### config.mk
export PLATFORM = sky130hd
export DESIGN_NAME = sum_arbiter_flat
export DESIGN_NICKNAME = d
export VERILOG_FILES = /design/src/rtl/sum_arbiter_if.sv /design/src/rtl/sum_arbiter.sv /design/src/flat_wrapper.sv
export SDC_FILE = /design/constraint.sdc
export NUM_CORES = 1
export LEC_CHECK = 0
export CAP_MARGIN = 10
export CORE_MARGIN = 5
export CORE_UTILIZATION = 29
export DETAILED_ROUTE_END_ITERATION = 8
export PLACE_DENSITY = 0.86
export REMOVE_ABC_BUFFERS = 1
export SYNTH_ARGS = -nofsm -noshare
export SYNTH_HDL_FRONTEND = slang
export SYNTH_SLANG_ARGS = --single-unit
### constraint.sdc
create_clock -name clk -period 3.2 [get_ports clk]
set_clock_uncertainty 0.05 [all_clocks]
set_input_delay 0.64 -clock clk [delete_from_list [all_inputs] [get_ports clk]]
set_output_delay 0.64 -clock clk [all_outputs]
set_load 0.1 [all_outputs]
### src/rtl/sum_arbiter_if.sv
`default_nettype none
// ============================================================================
// Module      : sum_arbiter_if
// Description : Bundle between the shared-adder arbiter, its clients and the
//               adder. Groups the per-client request/operand buses, the grant
//               status, and the adder operand/result path.
//               master : client side and adder (drives req, a_flat, b_flat,
//                        sum_out; observes gnt, owner, busy, result,
//                        sum_in_a, sum_in_b)
//               slave  : the arbiter itself
// Revision    : 1.0 - initial release
// ============================================================================
interface sum_arbiter_if #(
    parameter int N_CLIENTS = 3,
    parameter int WIDTH     = 16,
    parameter int IDX_W     = 2
);
    logic [N_CLIENTS-1:0]       req;
    logic [N_CLIENTS*WIDTH-1:0] a_flat;
    logic [N_CLIENTS*WIDTH-1:0] b_flat;
    logic [N_CLIENTS-1:0]       gnt;
    logic [IDX_W-1:0]           owner;
    logic                       busy;
    logic [WIDTH-1:0]           result;
    logic [WIDTH-1:0]           sum_in_a;
    logic [WIDTH-1:0]           sum_in_b;
    logic [WIDTH-1:0]           sum_out;

    modport master (
        output req, a_flat, b_flat, sum_out,
        input  gnt, owner, busy, result, sum_in_a, sum_in_b
    );

    modport slave (
        input  req, a_flat, b_flat, sum_out,
        output gnt, owner, busy, result, sum_in_a, sum_in_b
    );
endinterface
`default_nettype wire

### src/rtl/sum_arbiter.sv
`default_nettype none
// ============================================================================
// Module      : sum_arbiter
// Description : Round-robin, grant-locking arbiter that time-shares one
//               combinational adder between N_CLIENTS sequential clients.
//               A grant is held until its owner drops req; on release the
//               grant hands off to the next requester on the same edge.
//               The owner's operands are muxed to the adder; the adder result
//               is broadcast back to every client.
// Ports       : clk  - system clock, rising edge
//               rst  - asynchronous active-high reset
//               bus  - sum_arbiter_if.slave:
//                      req/a_flat/b_flat in from clients, sum_out in from the
//                      adder; gnt/owner/busy (registered), result,
//                      sum_in_a/sum_in_b (combinational) out
// Revision    : 1.0 - initial release
// ============================================================================
module sum_arbiter #(
    parameter int N_CLIENTS = 3,
    parameter int WIDTH     = 16,
    parameter int IDX_W     = 2
) (
    input  wire logic     clk,
    input  wire logic     rst,
    sum_arbiter_if.slave  bus
);

    // Request vector widened to the full index range so any IDX_W-bit index
    // selects a defined bit; nonexistent clients read as not requesting.
    localparam int c_PAD_W = 1 << IDX_W;

    typedef enum logic [0:0] {
        ST_IDLE  = 1'b0,
        ST_OWNED = 1'b1
    } state_t;

    state_t                r_state;
    state_t                w_state_nxt;
    logic [N_CLIENTS-1:0]  r_gnt;
    logic [N_CLIENTS-1:0]  w_gnt_nxt;
    logic [IDX_W-1:0]      r_owner;
    logic [IDX_W-1:0]      w_owner_nxt;
    logic [IDX_W-1:0]      r_rr_ptr;
    logic [IDX_W-1:0]      w_rr_nxt;

    logic [c_PAD_W-1:0]    w_req_pad;
    logic [IDX_W-1:0]      w_owner_inc;
    logic [IDX_W-1:0]      w_scan_base;
    logic                  w_release;
    logic                  w_found;
    logic [IDX_W-1:0]      w_pick;
    logic [IDX_W:0]        w_cand;
    logic [N_CLIENTS-1:0]  w_pick_oh;
    logic [WIDTH-1:0]      w_sum_in_a;
    logic [WIDTH-1:0]      w_sum_in_b;

    always_comb begin
        w_req_pad                = '0;
        w_req_pad[N_CLIENTS-1:0] = bus.req;
    end

    assign w_owner_inc = (r_owner == IDX_W'(N_CLIENTS - 1)) ? '0 : r_owner + 1'b1;
    assign w_release   = (r_state == ST_OWNED) && !w_req_pad[r_owner];

    // When idle the scan starts at the round-robin pointer; on a release it
    // starts just past the owner. The releasing owner needs no explicit mask:
    // its req bit is already low, which is what made this a release.
    assign w_scan_base = (r_state == ST_OWNED) ? w_owner_inc : r_rr_ptr;

    // Circular first-set search. Iterating from the farthest offset down to
    // zero lets the nearest requester overwrite earlier hits.
    always_comb begin
        w_found = 1'b0;
        w_pick  = '0;
        w_cand  = '0;
        for (int i = N_CLIENTS - 1; i >= 0; i--) begin
            w_cand = {1'b0, w_scan_base} + (IDX_W + 1)'(i);
            if (w_cand >= (IDX_W + 1)'(N_CLIENTS)) begin
                w_cand = w_cand - (IDX_W + 1)'(N_CLIENTS);
            end
            if (w_req_pad[w_cand[IDX_W-1:0]]) begin
                w_found = 1'b1;
                w_pick  = w_cand[IDX_W-1:0];
            end
        end
    end

    always_comb begin
        w_pick_oh = '0;
        for (int k = 0; k < N_CLIENTS; k++) begin
            w_pick_oh[k] = (w_pick == IDX_W'(k));
        end
    end

    // Next-state / next-grant logic
    always_comb begin
        w_state_nxt = r_state;
        w_gnt_nxt   = r_gnt;
        w_owner_nxt = r_owner;
        w_rr_nxt    = r_rr_ptr;
        case (r_state)
            ST_IDLE: begin
                if (w_found) begin
                    w_state_nxt = ST_OWNED;
                    w_gnt_nxt   = w_pick_oh;
                    w_owner_nxt = w_pick;
                end
            end
            ST_OWNED: begin
                // Locked while the owner keeps req high: no preemption.
                if (w_release) begin
                    w_rr_nxt = w_owner_inc;
                    if (w_found) begin
                        w_gnt_nxt   = w_pick_oh;
                        w_owner_nxt = w_pick;
                    end else begin
                        w_state_nxt = ST_IDLE;
                        w_gnt_nxt   = '0;
                    end
                end
            end
            default: begin
                w_state_nxt = ST_IDLE;
                w_gnt_nxt   = '0;
            end
        endcase
    end

    always_ff @(posedge clk or posedge rst) begin
        if (rst) begin
            r_state  <= ST_IDLE;
            r_gnt    <= '0;
            r_owner  <= '0;
            r_rr_ptr <= '0;
        end else begin
            r_state  <= w_state_nxt;
            r_gnt    <= w_gnt_nxt;
            r_owner  <= w_owner_nxt;
            r_rr_ptr <= w_rr_nxt;
        end
    end

    // Operand mux driven by the registered owner and the live operand buses,
    // so an owner may present new operands every cycle. Zero when idle,
    // which also makes the adder inputs drop immediately on reset.
    always_comb begin
        w_sum_in_a = '0;
        w_sum_in_b = '0;
        for (int k = 0; k < N_CLIENTS; k++) begin
            if ((r_state == ST_OWNED) && (r_owner == IDX_W'(k))) begin
                w_sum_in_a = bus.a_flat[k*WIDTH +: WIDTH];
                w_sum_in_b = bus.b_flat[k*WIDTH +: WIDTH];
            end
        end
    end

    assign bus.gnt      = r_gnt;
    assign bus.owner    = r_owner;
    assign bus.busy     = (r_state == ST_OWNED);
    assign bus.result   = bus.sum_out;
    assign bus.sum_in_a = w_sum_in_a;
    assign bus.sum_in_b = w_sum_in_b;

    a_gnt_onehot0: assert property (@(posedge clk) disable iff (rst)
        $onehot0(r_gnt));

    a_gnt_matches_busy: assert property (@(posedge clk) disable iff (rst)
        ((r_gnt != '0) == (r_state == ST_OWNED)));

endmodule
`default_nettype wire

### src/flat_wrapper.sv
// flat-port wrapper written by rule: the top's interface ports become plain ports
module sum_arbiter_flat 
#(
    parameter int N_CLIENTS = 3,
    parameter int WIDTH     = 16,
    parameter int IDX_W     = 2
)
  (clk, rst, bus_req, bus_a_flat, bus_b_flat, bus_sum_out, bus_gnt, bus_owner, bus_busy, bus_result, bus_sum_in_a, bus_sum_in_b);
  sum_arbiter_if #(.N_CLIENTS(N_CLIENTS), .WIDTH(WIDTH), .IDX_W(IDX_W)) bus_i ();
  input  wire logic clk;
  input  wire logic rst;
  input wire logic [$bits(bus_i.req)-1:0] bus_req;
  input wire logic [$bits(bus_i.a_flat)-1:0] bus_a_flat;
  input wire logic [$bits(bus_i.b_flat)-1:0] bus_b_flat;
  input wire logic [$bits(bus_i.sum_out)-1:0] bus_sum_out;
  output wire logic [$bits(bus_i.gnt)-1:0] bus_gnt;
  output wire logic [$bits(bus_i.owner)-1:0] bus_owner;
  output wire logic [$bits(bus_i.busy)-1:0] bus_busy;
  output wire logic [$bits(bus_i.result)-1:0] bus_result;
  output wire logic [$bits(bus_i.sum_in_a)-1:0] bus_sum_in_a;
  output wire logic [$bits(bus_i.sum_in_b)-1:0] bus_sum_in_b;
  assign bus_i.req = bus_req;
  assign bus_i.a_flat = bus_a_flat;
  assign bus_i.b_flat = bus_b_flat;
  assign bus_i.sum_out = bus_sum_out;
  assign bus_gnt = bus_i.gnt;
  assign bus_owner = bus_i.owner;
  assign bus_busy = bus_i.busy;
  assign bus_result = bus_i.result;
  assign bus_sum_in_a = bus_i.sum_in_a;
  assign bus_sum_in_b = bus_i.sum_in_b;
  sum_arbiter #(.N_CLIENTS(N_CLIENTS), .WIDTH(WIDTH), .IDX_W(IDX_W)) u_core (.clk(clk), .rst(rst), .bus(bus_i));
endmodule
== After elaboration in Yosys (flattened, before gate mapping) ==
Index checks and enable logic that the tools add are counted.
Operators by class
  add/sub/neg operators: 6
  $lt $le $gt $ge: 7
  equal/unequal tests: 6
  multiplexer cells: 35
  bitwise operators: 1
  reduce and logical (&&, ||, !) cells: 9
Operators by type and width (count)
  2-to-1 mux 16 bit: 6
  2-to-1 mux 2 bit: 10
  less-than comparator 2 x 3 -> 1 bit (second input constant): 4
  2-to-1 mux 1 bit: 9
  2-to-1 mux 3 bit: 3
  binary-select mux 1 bit (select 2 bit): 4
  >= comparator 3 x 2 -> 1 bit (second input constant): 2
  case mux 3 bit (2 select lines): 1
  subtractor 2 bit (second input constant): 3
  == test 2 x 1 -> 1 bit (second input constant): 2
  == test 2 bit (second input constant): 2
  logical AND 1 bit: 4
  logical NOT 2 bit: 2
  case mux 2 bit (2 select lines): 1
  AND reduction 2 bit: 2
  adder 2 x 1 -> 3 bit (second input constant): 1
  adder 2 x 2 -> 3 bit (second input constant): 1
  adder 2 x 1 -> 2 bit (second input constant): 1
  >= comparator 2 bit (second input constant): 1
  != test 2 x 1 -> 1 bit (second input constant): 1
  != test 2 bit (second input constant): 1
  case mux 1 bit (2 select lines): 1
  logical NOT 1 bit: 1
  NOT 1 bit: 1
Storage, ports and cells
  bits in registers: 8
  output and inout bits: 54

== Logic depth before layout (Yosys ltp) ==
Gate-level depths: netlist of run 1.
  depth in word-level cells: 15
  depth in mapped cells: 13
  gate-level depth less buffers: 9

== Worst setup path before layout of run 1 ==
Ideal clock, no wire load.
  path type: reg2reg
  from: register u_core.r_owner[0] (netlist: u_core.bus.owner[0])
  to: register u_core.r_owner[0] (netlist: u_core.bus.owner[0])
  library setup time: 0.125 ns
  arrival time: 3.289 ns
  path slack: -0.264 ns
  stages on the path, launching flop included: 14
  path buffers: 4
  period minus slack after synthesis: 3.464 ns
  cell sequence: dfrtp_1 buf_2 nor2b_4 buf_6 clkbuf_1 mux2_2 inv_1 ha_1 buf_6 nor2_4 a21oi_1 o21a_1 o31ai_4 mux2_4
Between the ends
  cells in the longest elaborated chain, start to end: 14
  elaborated cells between the ends (all ways): 35
  those cells by class: add/sub (6); order compare (3); eq/ne (2); mux (22); reduce/logical (2)
RTL lines
  start: declaration: line sum_arbiter.sv:41  | logic [IDX_W-1:0] r_owner;
  start signal: assignment: line sum_arbiter.sv:138  | r_owner <= w_owner_nxt;
  adder 2 x 1 -> 2 bit / == test 2 bit (equally long branches): line sum_arbiter.sv:62  | assign w_owner_inc = (r_owner == IDX_W'(N_CLIENTS - 1)) ? '0 : r_owner + 1'b1;
  2-to-1 mux 2 bit: line sum_arbiter.sv:62
  2-to-1 mux 2 bit: line sum_arbiter.sv:68  | assign w_scan_base = (r_state == ST_OWNED) ? w_owner_inc : r_rr_ptr;
  adder 2 x 2 -> 3 bit: line sum_arbiter.sv:77  | w_cand = {1'b0, w_scan_base} + (IDX_W + 1)'(i);
  >= comparator 3 x 2 -> 1 bit / subtractor 2 bit (equally long branches): line sum_arbiter.sv:78, sum_arbiter.sv:79
  2-to-1 mux 2 bit: line sum_arbiter.sv:78  | if (w_cand >= (IDX_W + 1)'(N_CLIENTS)) begin
  binary-select mux 1 bit (select 2 bit): line sum_arbiter.sv:81  | if (w_req_pad[w_cand[IDX_W-1:0]]) begin
  2-to-1 mux 1 bit (not written as such): line sum_arbiter.sv:81
  2-to-1 mux 2 bit / 2-to-1 mux 1 bit (equally long branches) (3 in series): line sum_arbiter.sv:81
  2-to-1 mux 2 bit: line sum_arbiter.sv:103, sum_arbiter.sv:113
  2-to-1 mux 2 bit: line sum_arbiter.sv:111  | if (w_release) begin
  case mux 2 bit (2 select lines): line sum_arbiter.sv:101  | case (r_state)
Parallel ways exist; a longest one is shown, timed or not. The select of a mux whose other input is x is not followed.
A chain may end at the register's enable or synchronous reset.

== Worst setup path in the final report of run 1 ==
  from: register u_core.r_owner[1] (netlist: u_core.bus.owner[1])
  to: output bus_sum_in_b[7]
Between the ends
  cells in the longest elaborated chain, start to end: 5
  elaborated cells between the ends (all ways): 9
  those cells by class: eq/ne (2); mux (3); reduce/logical (4)
RTL lines
  logical NOT 2 bit: line sum_arbiter.sv:150  | if ((r_state == ST_OWNED) && (r_owner == IDX_W'(k))) begin
  logical AND 1 bit: line sum_arbiter.sv:150
  2-to-1 mux 16 bit (2 in series): line sum_arbiter.sv:150
  2-to-1 mux 16 bit *: line sum_arbiter.sv:150
  end: declaration: line flat_wrapper.sv:21  | output wire logic [$bits(bus_i.sum_in_b)-1:0] bus_sum_in_b;
Mark *: on every way between the ends. The rest lies on a longest branch, timed or not.

==> impl_metrics.json, run 1 <==
{
  "status": "complete, no violations",
  "coreArea_um2": 5470,
  "async_reset_ff_share_pct": 100,
  "cts_buffer_depth": 2,
  "ys_types": 34,
  "final_core_util_pct": 60.0,
  "whs_endpoint": "u_core.r_rr_ptr[1]",
  "dp_slack_ns": 0.650,
  "worstReg2RegEnd": "u_core.bus.owner[0]",
  "grt_pass1_vias": 2095,
  "avgViaCountPerCell": 4.87,
  "hpwl_um": 6800,
  "cp_max_fo": 35,
  "root_buffer": "clkbuf_8",
  "die_y_um": 85.0,
  "cts_setup_buffers": 0,
  "cts.clk_slew.worst_paths_ns": 0.04,
  "finalMaxSlewViolations": 0,
  "cts_sinks": 8,
  "grt_max_degree": 36,
  "finalSetupViolCount": 0,
  "cts_hold_buf": 0,
  "vias": 2005,
  "synth_seq_cells": 8,
  "crit_required_ns": 2.51,
  "fin_nets": 461,
  "worst-path-buf-inv": 2,
  "worst_path_max_delay_cell": "buf_4",
  "cts_buffers": 3,
  "syn_inst": 226,
  "start_util_pct": 29.8,
  "synthesis.area_um2": 1630,
  "path_delay_family": "buffers and inverters",
  "hold_viol": 0,
  "place.gp.congestion": 0.934,
  "rrSetupSlack_ns": 0.65,
  "detail-route-antenna-nets": 0,
  "htreeDepth": 1,
  "holdPathStages": 1,
  "drt_wl_total_um": 8060,
  "crit_chain": "buf_4 > mux2i_1 > o21ai_0 > and2_1 > buf_12",
  "grt-ovfl-total": 0,
  "drtIter0Drc": 46,
  "dp_cells": 408,
  "slowest_delay_ns": 0.50,
  "worstHoldStart": "u_core.r_rr_ptr[1]",
  "grt_pass1_wl_um": 12000,
  "cp_data_arrival_time_ns": 1.94,
  "maxCapViolations": 0,
  "min_period_ns": 2.63,
  "first_pass_iters": 4,
  "final_cells": 412,
  "cts_tree": "yes",
  "grt_use_total_pct": 21.4,
  "yosys_warnings": 0,
  "drive_above_1_share_pct": 16.5,
  "worst_pin_slew_ns": 0.606,
  "worst_slack_ns": 0.571,
  "dieArea_um2": 7230,
  "area_delta_synth_final_pct": 101,
  "crit_path_end_kind": "output port",
  "reg2reg_from": "u_core.bus.busy",
  "antenna_cells": 0,
  "ioPinCount": 171,
  "slew_headroom_pct": 59.6,
  "drc_errors": 0,
  "port_buffers": 138,
  "detail_route.wl_per_cell_um": 19.6,
  "ys_seq_area_share_pct": 12.3,
  "max_freq_mhz": 380,
  "worst_r2r_path_depth": 9,
  "clock_latency_ns": 0.24,
  "synthFlopType": "dfrtp_1",
  "hold_path.class": "register to register",
  "fp.dieW_um": 85.0,
  "post-route-period-util_pct": 82.1,
  "path_class": "register to output port",
  "fin_setup_tns_ns": 0,
  "worst_setup_path_start_kind": "register",
  "num_rows": 27,
  "syn-mean-instance-area_um2": 7.22,
  "rsz0062_at_grt": "false",
  "synth_edf_count": 0,
  "cts_resized": 0,
  "grt_antenna_before_repair": 0
}
[worst register-to-register path, cell delays in order, from the launching register on]
cell     delay, ns
dfrtp_1       0.36
buf_4         0.22
mux2i_1       0.28
inv_1         0.07
ha_1          0.32
nor2_4        0.14
a21oi_1       0.05
o21a_1        0.23
o31ai_4       0.38
mux2_4        0.33
[synthesized netlist by cell type, drive strengths merged, types with 2 or more instances]
master | instances | area share (%)
mux2 | 4 | 3.0
clkbuf | 10 | 2.3
inv | 7 | 1.6
a31oi | 2 | 0.77
dfrtp | 8 | 12
and2 | 32 | 12
ha | 3 | 2.3
mux2i | 38 | 23
buf | 23 | 10
nand2 | 38 | 8.9
nand2b | 3 | 1.1
o21ai | 38 | 12
nor2b | 3 | 1.6
nor2 | 4 | 1.4
[layout make-up]
cell class                      instances  area, µm²
Timing Repair Buffer                  143       1720
Sequential cell                         8        201
Fill cell                             457       2190
Tap cell                               72       90.1
Clock buffer                            4       45.0
Multi-Input combinational cell        178       1200
Inverter                                7       26.3
[layout by cell type, fill, tap and decap left out, drive strengths merged, types with 2 or more instances in the layout]
| master | count |
|---|---|
| inv | 7 |
| mux2i | 38 |
| and2 | 32 |
| nor2 | 4 |
| clkbuf | 4 |
| buf | 43 |
| mux2 | 4 |
| dfrtp | 8 |
| o21ai | 38 |
| nand2b | 3 |
| nor2b | 3 |
| ha | 3 |
| clkdlybuf4s50 | 100 |
| nand2 | 38 |
| a31oi | 2 |
[cells by family after synthesis]
family          Yosys count  share of synthesized area (%)
mux                      42                           26.3
buf+inv                  40                           14.3
compound gates           48                           17.3
fa+ha+maj                 3                           2.30
simple gates             85                           27.5
flops                     8                           12.3
[registers in the layout, indices dropped and copies added (netlist names)]
register          count
u_core.bus.gnt        3
u_core.bus.owner      2
u_core.r_rr_ptr       2
u_core.bus.busy       1
[per-stage QoR]
step                      area, µm²  hold slack [ns]
final                          3290            0.461
after global routing           3290            0.491
after CTS                      3290            0.469
after detailed placement       3240            0.460
after global placement         3240            0.443
after floorplan                1430            0.406
[worst max path at each step]
stage / cells past startpoint / end / slack, ns / start
finish: 5 / bus_sum_in_b[7] / 0.57 / u_core.bus.owner[1]
floorplan: 8 / u_core.bus.owner[0] / -1.16 / u_core.bus.owner[1]
global placement: 5 / bus_sum_in_a[4] / 0.76 / bus_a_flat[36]
CTS: 5 / bus_sum_in_b[7] / 0.55 / u_core.bus.owner[1]
global route: 5 / bus_sum_in_b[12] / 0.46 / u_core.bus.owner[1]
detailed placement: 9 / u_core.bus.owner[0] / 0.65 / u_core.bus.busy
[layer usage]
metal / global-route usage (%) / share of wire, % / vias to the layer above
li1: - / - / 977
met1: 22.3 / 35 / 899
met2: 36.9 / 48 / 114
met3: 11.3 / 14 / 13
met4: 5.61 / 1.7 / 2
met5: 7.69 / 0.86 / -
Power of run 1 is left out: the tool's default activity adds up to more than one toggle a clock period on the data nets, which glitch-free logic cannot reach.
==> run 2: changes to the inputs <==
--- a/config.mk
+++ b/config.mk
@@ -7,9 +7,9 @@
 export LEC_CHECK = 0
 export CAP_MARGIN = 10
 export CORE_MARGIN = 5
-export CORE_UTILIZATION = 29
+export CORE_UTILIZATION = 27
 export DETAILED_ROUTE_END_ITERATION = 8
-export PLACE_DENSITY = 0.86
+export PLACE_DENSITY = 0.84
 export REMOVE_ABC_BUFFERS = 1
 export SYNTH_ARGS = -nofsm -noshare
 export SYNTH_HDL_FRONTEND = slang
==> constraint.sdc (replaced) <==
create_clock -name clk -period 2.3 [get_ports clk]
set_clock_uncertainty 0.05 [all_clocks]
set_input_delay 0.46 -clock clk [delete_from_list [all_inputs] [get_ports clk]]
set_output_delay 0.46 -clock clk [all_outputs]
set_load 0.1 [all_outputs]
==> impl_metrics.json, run 2 (synthesized netlist as in run 1, its figures left out) <==
{
  "cts_buffer_depth": 2,
  "coreArea_um2": 5890,
  "fp.dieW_um": 87.8,
  "hpwl_um": 5940,
  "worst_pin_slew_ns": 0.380,
  "rrSetupSlack_ns": -0.05,
  "drive_above_1_share_pct": 19.9,
  "port_buffers": 138,
  "fin_nets": 467,
  "num_rows": 28,
  "antenna_cells": 0,
  "worstReg2RegEnd": "u_core.bus.owner[0]",
  "worst_path_max_delay_cell": "dfrtp_1",
  "drtIter0Drc": 38,
  "drt_wl_total_um": 7240,
  "reg2reg_from": "u_core.bus.owner[0]",
  "worst_r2r_path_depth": 7,
  "area_delta_synth_final_pct": 111,
  "clock_latency_ns": 0.23,
  "grt_max_degree": 36,
  "grt_use_total_pct": 17.4,
  "avgViaCountPerCell": 4.82,
  "drc_errors": 0,
  "cp.depth": 7,
  "detail-route-antenna-nets": 0,
  "worst-path-buf-inv": 0,
  "crit_path_end_kind": "register",
  "finalMaxSlewViolations": 0,
  "min_period_ns": 2.35,
  "root_buffer": "clkbuf_8",
  "path_delay_family": "multiplexers",
  "maxCapViolations": 0,
  "largest_register_ffs": 3,
  "cts_hold_buf": 0,
  "slew_headroom_pct": 74.7,
  "crit_chain": "nor2b_4 > mux2_4 > ha_4 > and2b_2 > o21a_4 > o31ai_4 > mux2_4",
  "finalSetupViolCount": 3,
  "dieArea_um2": 7700,
  "crit_path_frequent_cell": "mux2_4",
  "cp_data_arrival_time_ns": 2.42,
  "ioPinCount": 171,
  "die_y_um": 87.8,
  "max_freq_mhz": 426,
  "hold_viol": 0,
  "place.gp.congestion": 0.861,
  "first_pass_iters": 4,
  "final_common_cell": "clkdlybuf4s50_1",
  "cts_buffers": 3,
  "path_class": "register to register",
  "hold_path.class": "input pin to asynchronous set/reset pin",
  "grt_pass1_wl_um": 10300,
  "grt-ovfl-total": 0,
  "critPathLaunch": "u_core.bus.owner[0]",
  "critPathCapture": "u_core.bus.owner[0]",
  "cts_sinks": 8,
  "grt_pass1_vias": 1963,
  "cp_max_fo": 3,
  "rsz0062_at_grt": "true",
  "mostFrequentLayoutCells": "100 x clkdlybuf4s50_1, 37 x nand2_1, 37 x mux2i_1, 36 x o21ai_0, 35 x buf_12",
  "worst_slack_ns": -0.0489,
  "detail_route.wl_per_cell_um": 17.2,
  "start_util_pct": 27.7,
  "slowest_delay_ns": 0.40,
  "cts.clk_slew.worst_paths_ns": 0.04,
  "cts_setup_buffers": 0,
  "vias": 2030,
  "hold_slack_ns": 0.417,
  "status": "finished, violations left",
  "htreeDepth": 1,
  "grt_antenna_before_repair": 0,
  "crit_required_ns": 2.37,
  "post-route-period-util_pct": 102,
  "violations": "setup timing",
  "worst_setup_path_start_kind": "register",
  "cts_tree": "yes"
}
[run 2: cell types whose count changed in the layout (fill, tap and decap cells not counted), moves of 2 or more]
cell and delta:
buf_12 +3, buf_6 +2, ha_1 -3, ha_4 +2
[run 2: what timing repair did]
action,in CTS,in global routing
hold endpoints to repair,0,0
setup endpoints to repair,5,34
pin swaps,1,6
cloned,0,0
gates resized for setup,8,5
[run 2: cell type report]
type	count	area [µm²]
Clock buffer	4	45.0
Fill cell	516	2440
Inverter	7	26.3
Multi-Input combinational cell	178	1260
Sequential cell	8	201
Tap cell	75	93.8
Timing Repair Buffer	149	1810
[run 2: layer usage]
| layer | wire (µm) | vias to the layer above | GRT usage, % |
|---|---|---|---|
| met5 | 0 | - | 0 |
| met4 | 175 | 0 | 5.16 |
| met3 | 1110 | 19 | 9.78 |
| met2 | 3540 | 109 | 31.3 |
| met1 | 2410 | 913 | 16.9 |
| li1 | - | 989 | - |
[run 2: how the worst min path moves through the flow]
stage                                   from  cells past startpoint                  to
after floorplan                          rst                      1     u_core.bus.busy
after global placement    u_core.r_rr_ptr[1]                      1  u_core.r_rr_ptr[1]
after detailed placement  u_core.r_rr_ptr[1]                      1  u_core.r_rr_ptr[1]
after CTS                                rst                      2   u_core.bus.gnt[0]
after global routing                     rst                      2   u_core.bus.gnt[0]
final                                    rst                      2   u_core.bus.gnt[0]
[run 2: worst reg2reg max path, cell delays in order (launching register included)]
cell,delay [ns]
dfrtp_1,0.40
nor2b_4,0.14
mux2_4,0.30
ha_4,0.28
and2b_2,0.24
o21a_4,0.21
o31ai_4,0.30
mux2_4,0.32
[run 2: through the flow]
stage	instance area, µm²	setup slack (ns)	std cells	util, %	TNS [ns]
finish	3440	-0.0489	421	58.5	-0.0948
detailed placement	3330	-0.0513	417	56.5	-0.174
floorplan	1430	-2.06	193	-	-55.56
global route	3440	-0.117	421	58.5	-1.42
CTS	3420	-0.00890	421	58.1	-0.0264
global placement	3330	0.0345	417	56.5	0
Power of run 2 is left out for the same reason.
